File: config.mk
export PLATFORM = sky130hd
export DESIGN_NAME = membrana_keypad
export DESIGN_NICKNAME = d
export VERILOG_FILES = /design/src/rtl/keypad_pkg.sv /design/src/rtl/keypad_debounce.sv /design/src/rtl/membrana_keypad.sv
export SDC_FILE = /design/constraint.sdc
export NUM_CORES = 1
export LEC_CHECK = 0
export CELL_PAD_IN_SITES_DETAIL_PLACEMENT = 0
export CELL_PAD_IN_SITES_GLOBAL_PLACEMENT = 1
export CORE_AREA = 10 10 99 101
export CTS_CLUSTER_SIZE = 25
export DETAILED_ROUTE_END_ITERATION = 16
export DIE_AREA = 0 0 109 111
export PLACE_DENSITY_LB_ADDON = 0.2
export SYNTH_ARGS = -nofsm -noshare
export SYNTH_HDL_FRONTEND = slang
export SYNTH_SLANG_ARGS = --single-unit
File: constraint.sdc
create_clock -name clock -period 2.13 [get_ports clock]
set_input_delay 0.426 -clock clock [delete_from_list [all_inputs] [get_ports clock]]
set_output_delay 0.426 -clock clock [all_outputs]
set_load 0.01 [all_outputs]
File: src/rtl/keypad_pkg.sv
// keypad_pkg: key codes, FSM state encoding, BCD digit type and the
// row/column helpers shared by the membrane keypad scanner.
package keypad_pkg;

  // One decimal digit of the entry register (always held in 0-9).
  typedef logic [3:0] bcd_t;

  // Non-numeric key codes; digits 0-9 use their own value.
  localparam logic [3:0] KEY_A    = 4'd10;
  localparam logic [3:0] KEY_B    = 4'd11;
  localparam logic [3:0] KEY_C    = 4'd12;
  localparam logic [3:0] KEY_D    = 4'd13;
  localparam logic [3:0] KEY_STAR = 4'd14;
  localparam logic [3:0] KEY_HASH = 4'd15;

  // Scanner FSM states.
  localparam logic [1:0] ST_SCAN     = 2'd0;
  localparam logic [1:0] ST_PRESS_DB = 2'd1;
  localparam logic [1:0] ST_HOLD     = 2'd2;
  localparam logic [1:0] ST_REL_DB   = 2'd3;

  // Lowest-index column that is pulled low (columns are active-low).
  function automatic logic [1:0] lowest_low_col(input logic [3:0] cols);
    logic [1:0] idx;
    idx = 2'd0;
    if (!cols[0])      idx = 2'd0;
    else if (!cols[1]) idx = 2'd1;
    else if (!cols[2]) idx = 2'd2;
    else if (!cols[3]) idx = 2'd3;
    return idx;
  endfunction

  // Physical key position to key code.
  function automatic logic [3:0] key_code_of(input logic [1:0] row, input logic [1:0] col);
    logic [3:0] code;
    case ({row, col})
      4'b00_00: code = 4'd1;
      4'b00_01: code = 4'd2;
      4'b00_10: code = 4'd3;
      4'b00_11: code = KEY_A;
      4'b01_00: code = 4'd4;
      4'b01_01: code = 4'd5;
      4'b01_10: code = 4'd6;
      4'b01_11: code = KEY_B;
      4'b10_00: code = 4'd7;
      4'b10_01: code = 4'd8;
      4'b10_10: code = 4'd9;
      4'b10_11: code = KEY_C;
      4'b11_00: code = KEY_STAR;
      4'b11_01: code = 4'd0;
      4'b11_10: code = KEY_HASH;
      default:  code = KEY_D;
    endcase
    return code;
  endfunction

endpackage

File: src/rtl/keypad_debounce.sv
// keypad_debounce: counts consecutive cycles of 'match'. 'stable' is high in
// the cycle the count reaches CYCLES. Any mismatch or 'start' clears the count.
module keypad_debounce
  import keypad_pkg::*;
#(
  parameter int unsigned CYCLES = 50000
) (
  input  logic clock,
  input  logic reset_n,
  input  logic start,
  input  logic match,
  output logic stable
);

  localparam int unsigned CW = $clog2(CYCLES + 1);

  logic [CW-1:0] cnt_q, cnt_d;

  // Next count: clear on start or mismatch, otherwise saturating increment.
  always_comb begin
    cnt_d = cnt_q;
    if (start || !match) begin
      cnt_d = '0;
    end else if (cnt_q != CW'(CYCLES)) begin
      cnt_d = cnt_q + CW'(1);
    end
  end

  // Stable-count register.
  always_ff @(posedge clock or negedge reset_n) begin
    if (!reset_n) cnt_q <= '0;
    else          cnt_q <= cnt_d;
  end

  assign stable = !start && match && (cnt_q == CW'(CYCLES - 1));

endmodule

File: src/rtl/membrana_keypad.sv
// membrana_keypad: 4x4 membrane keypad scanner with debounced key decode and
// a 4-digit BCD entry register. Optional build macro KEYPAD_BACKSPACE_EN makes
// key D a backspace (shift right) when unlocked.
module membrana_keypad
  import keypad_pkg::*;
#(
  parameter int unsigned SCAN_DIV        = 1000,
  parameter int unsigned DEBOUNCE_CYCLES = 50000
) (
  input  logic       clock,
  input  logic       reset_n,
  input  logic [3:0] cols,
  input  logic       lock,
  output logic [3:0] rows,
  output logic [3:0] m,
  output logic [3:0] c,
  output logic [3:0] d,
  output logic [3:0] u,
  output logic       key_valid,
  output logic [3:0] key_code,
  output logic       done
);

  localparam int unsigned SW = $clog2(SCAN_DIV);

  logic [3:0]    sync_q, cs_q;
  logic [1:0]    state_q, state_d;
  logic [1:0]    row_q, row_d;
  logic [1:0]    col_q, col_d;
  logic [SW-1:0] scan_cnt_q, scan_cnt_d;
  bcd_t          m_q, m_d, c_q, c_d, d_q, d_d, u_q, u_d;
  logic          key_valid_q, key_valid_d;
  logic          done_q, done_d;
  logic [3:0]    key_code_q, key_code_d;
  logic          db_start, db_match, db_stable;
  logic          fire;
  logic [3:0]    hit_code;

  // Two-flop synchroniser on the asynchronous columns; idle level is all-high.
  always_ff @(posedge clock or negedge reset_n) begin
    if (!reset_n) begin
      sync_q <= 4'hF;
      cs_q   <= 4'hF;
    end else begin
      sync_q <= cols;
      cs_q   <= sync_q;
    end
  end

  // One counter serves both debounce phases: press watches the latched column,
  // release watches for all columns high.
  assign db_start = (state_q == ST_SCAN) || (state_q == ST_HOLD);
  assign db_match = (state_q == ST_PRESS_DB) ? ~cs_q[col_q] : (cs_q == 4'hF);
  assign hit_code = key_code_of(row_q, col_q);

  keypad_debounce #(
    .CYCLES (DEBOUNCE_CYCLES)
  ) u_debounce (
    .clock   (clock),
    .reset_n (reset_n),
    .start   (db_start),
    .match   (db_match),
    .stable  (db_stable)
  );

  // Scanner FSM: row stepping, key latch, press/release debounce sequencing.
  always_comb begin
    state_d    = state_q;
    row_d      = row_q;
    col_d      = col_q;
    scan_cnt_d = scan_cnt_q;
    fire       = 1'b0;
    case (state_q)
      ST_SCAN: begin
        if (scan_cnt_q == SW'(SCAN_DIV - 1)) begin
          scan_cnt_d = '0;
          if (cs_q != 4'hF) begin
            col_d   = lowest_low_col(cs_q);
            state_d = ST_PRESS_DB;
          end else begin
            row_d = row_q + 2'd1;
          end
        end else begin
          scan_cnt_d = scan_cnt_q + SW'(1);
        end
      end
      ST_PRESS_DB: begin
        if (!db_match) begin
          state_d = ST_SCAN;
          row_d   = row_q + 2'd1;
        end else if (db_stable) begin
          fire    = 1'b1;
          state_d = ST_HOLD;
        end
      end
      ST_HOLD: begin
        if (cs_q == 4'hF) state_d = ST_REL_DB;
      end
      ST_REL_DB: begin
        if (!db_match) begin
          state_d = ST_HOLD;
        end else if (db_stable) begin
          state_d = ST_SCAN;
          row_d   = 2'd0;
        end
      end
      default: state_d = ST_SCAN;
    endcase
  end

  // Key action: pulses, code capture and entry-register update.
  always_comb begin
    key_valid_d = 1'b0;
    done_d      = 1'b0;
    key_code_d  = key_code_q;
    m_d         = m_q;
    c_d         = c_q;
    d_d         = d_q;
    u_d         = u_q;
    if (fire) begin
      key_valid_d = 1'b1;
      key_code_d  = hit_code;
      done_d      = (hit_code == KEY_HASH);
      if (!lock) begin
        if (hit_code <= 4'd9) begin
          m_d = c_q;
          c_d = d_q;
          d_d = u_q;
          u_d = hit_code;
        end else if (hit_code == KEY_STAR) begin
          m_d = '0;
          c_d = '0;
          d_d = '0;
          u_d = '0;
        end
`ifdef KEYPAD_BACKSPACE_EN
        else if (hit_code == KEY_D) begin
          u_d = d_q;
          d_d = c_q;
          c_d = m_q;
          m_d = '0;
        end
`endif
      end
    end
  end

  // State, scan and output registers.
  always_ff @(posedge clock or negedge reset_n) begin
    if (!reset_n) begin
      state_q     <= ST_SCAN;
      row_q       <= 2'd0;
      col_q       <= 2'd0;
      scan_cnt_q  <= '0;
      m_q         <= '0;
      c_q         <= '0;
      d_q         <= '0;
      u_q         <= '0;
      key_valid_q <= 1'b0;
      done_q      <= 1'b0;
      key_code_q  <= 4'd0;
    end else begin
      state_q     <= state_d;
      row_q       <= row_d;
      col_q       <= col_d;
      scan_cnt_q  <= scan_cnt_d;
      m_q         <= m_d;
      c_q         <= c_d;
      d_q         <= d_d;
      u_q         <= u_d;
      key_valid_q <= key_valid_d;
      done_q      <= done_d;
      key_code_q  <= key_code_d;
    end
  end

  assign rows      = ~(4'b0001 << row_q);
  assign m         = m_q;
  assign c         = c_q;
  assign d         = d_q;
  assign u         = u_q;
  assign key_valid = key_valid_q;
  assign key_code  = key_code_q;
  assign done      = done_q;

endmodule

==> results.md <==
* Mapped Cells at ~290
* Initial antenna violation count at 0
* RSZ-0062 raised after global routing: yes
* GPL Wtd Cong at ~0.79
* CP Cell Sequence: or4bb_1, or4_4, nor4_4, buf_4, o31ai_4, a22o_1
* Synth warn at 0
* Ratio of cells with drive above 1 in the final layout at 25.0%
* Synth Cell Area at 0.00305 sq mm
* Most common cell after layout, fill and taps aside: dfrtp_1
* Total global routing track utilization at 11.6%
* Clock Path Buffers at 2
* Top cells by area, synth: dfrtp_1, dfstp_2, ha_1, a22o_1, nand2_1
* Area Overhead vs Synth at 36.4%
* DR vias at 2389
* Vias per inst at 4.93
* Worst Path Arrival at approximately 2400 ps
* # H-tree levels at 3
* Worst min path class: in2async
* Tmin final at 2180 ps
* Max incr delay on CP at 510 ps
* #FFs+latches synth at 62
* # nets final at 395
* Outcome: finished with violations
* Worst setup path class: reg2reg
* Num ports at 33
* Pin count of the biggest net entering global routing at 30
* Final Cell Area at 0.00416 sq mm
* Initial Util at 38.3%
* Period utilisation layout at 102%
* Final hold violation count at 0
* Die W at approximately 110 um
* DRT iter0 DRCs at 89
* Fin. max-slew vios at 0
* Fmax at 458 MHz
* Final WL at slightly below 7 mm
* Synthesized Nets at roughly 310
* Routed length per instance at 13.9 um
* DP Worst Slack at -209 ps
* Vias in the first global route at 2376
* Most frequent cells in the layout: dfrtp_1, buf_4, nand2_1, nor2_1, clkdlybuf4s50_1
* Worst-margin pin slew at 668 ps
* Synth Area per Inst at 10.6 sq um
* Leakage at 1.84 nW
* Failing checks: negative setup slack
* Post-synth EDFFs at 0
* Placed cell area at 0.00385 sq mm
* Synth Area in Compound Gates at 12.2%
* Dominant cell type by area after synthesis: dfrtp_1
* Share of the synthesized area in the top cell type at 44.3%
* Core Box Area at 0.00797 sq mm
* First drt pass iteration count at 4
* Adder and majority gate portion of the synthesized area at 5.33%
* Setup ws final at -51.7 ps
* Pwr dens at between 500 and 600 mW/mm^2
* Seq/Total Area, Yosys at 51.1%
* Synth async-reset ratio at 100%
* Clk pin slew, worst setup/hold paths at 70 ps
* Critical Path RT at 2360 ps
* Final HPWL DP at 4.96 mm
* Main synth FF type: dfrtp_1
* Post-Synth Simple-Gate Area at 18.5%
* Die height at about 110 um
* Largest family of logic cells by synthesized area: simple AND/OR/NAND/NOR gates
* Clock Latency Late Sink at approximately 340 ps
* Remaining antenna violation count after routing at 0
* Setup violators final at 15
* CTS tree: built
* Pwr Total at 2.28 mW
* Cts-stage hold buffer count at 0
* Number of remaining DRC errors at 0
* Setup_tns at -468 ps
* Post-synthesis mux area share at 4.51%
* Port buffer count at 32
* Total gr overflow at 0
* Post-synthesis cell type count at 45
* # rows at 33
* Die area at ~0.012 sq mm
* Min Hold Slack at 118 ps
* Relative slew slack at 55.4%
* Post-Synth XOR/XNOR Area at 4.88%
* Total clock buffers created by CTS at 9
* Slowest CP cell: or4_4
* Setup Skew at 11.9 ps
* Max_cap viols at 0
* Crit start category: flop
* Crit end category: flop
* Max FO, Critical Path at 8
* Antenna cell count at 0
* Clock sink count at 62
* First-pass GRT wire length at 11.5 mm
* Maximum vdd drop at 414 uV
* Root buffer cell: clkbuf_8
[metrics by stage]
stage               util, %  instances
finish                 52.3        485
global placement       48.3        463
detailed placement     48.3        463
floorplan                 -        287
CTS                    51.5        483
global route           52.3        485
[worst max-delay path, delay by kind of cell (launching register included)]
family,cells,cell delay (ps)
simple gates,3,1140
flops,1,380
compound gates,2,370
buf+inv,1,190
[metal layers]
metal	vias to the layer above	part of all wire [%]	track usage (%)
li1	1192	-	-
met1	1158	47	15.3
met3	8	4.5	3.37
met4	0	1.2	3.96
met2	31	47	17.4
met5	-	0	0
[worst paths after layout]
kind	slack, ps	from	to	cells past startpoint
setup / recovery	-50	u_debounce.cnt_q[11]	c[1]	6
hold / removal	120	reset_n	u_debounce.cnt_q[7]	1
setup reg to reg	-50	u_debounce.cnt_q[11]	c[1]	6
hold reg to reg	350	sync_q[3]	cs_q[3]	0
max in group asynchronous	1410	reset_n	u[1]	2
min in group clock	350	sync_q[3]	cs_q[3]	0
[final cells by class]
| class | count | area, sq um |
|---|---|---|
| sequential | 62 | 1560 |
| clock buffer | 11 | 141 |
| inverter | 17 | 63.8 |
| timing repair buffer | 85 | 759 |
| clock inverter | 5 | 58.8 |
| tap | 105 | 131 |
| fill | 730 | 3800 |
| multi-input combinational | 200 | 1450 |
[state kept, by name, indices dropped and copies added (netlist names)]
signal and cells:
u_debounce.cnt_q 16, scan_cnt_q 10, c 4, cs_q 4, d 4, key_code 4, m 4, sync_q 4
u 4, col_q 2, row_q 2, state_q 2, done 1, key_valid 1
[synth_stat cells, types with 3 or more instances]
| cell type | instances |
|---|---|
| dfrtp_1 | 54 |
| nand2_1 | 29 |
| nor2_1 | 28 |
| inv_1 | 16 |
| a22o_1 | 14 |
| ha_1 | 13 |
| a21oi_1 | 10 |
| xor2_1 | 9 |
| dfstp_2 | 8 |
| nand4_1 | 8 |
| o21ai_0 | 8 |
| xnor2_1 | 8 |
| clkbuf_1 | 7 |
| mux2i_1 | 7 |
| nand3_1 | 7 |
| nor3_1 | 6 |
| o21ai_1 | 6 |
| o2bb2ai_1 | 4 |
| and3_1 | 3 |
| mux4_2 | 3 |
| nand2b_1 | 3 |
| nand3b_1 | 3 |
| nor3b_1 | 3 |
| nor4_1 | 3 |
[kinds of logic (layout without fill, tap and decap cells)]
family	count (synthesis)	after routing
AOI/OAI and AO/OA	53	54
buffers and inverters	26	118
adders and majority gates	13	13
and+or+nand+nor	106	106
xor gates and xnor gates	17	17
DFF	62	62
muxes	10	10
[power by group]
| part | internal, mW | switching (mW) |
|---|---|---|
| Combinational | 0.0197 | 0.0313 |
| Sequential | 1.19 | 0.00432 |
| Clock | 0.572 | 0.461 |
| Total | 1.78 | 0.496 |
[what timing repair did]
item	in CTS	in global routing
cloned	1	0
setup buffers	3	2
pin swaps	5	4
resized for setup	5	10
endpoints found under the setup margin	20	24
Note: power is estimated with default switching activity, not from simulation.
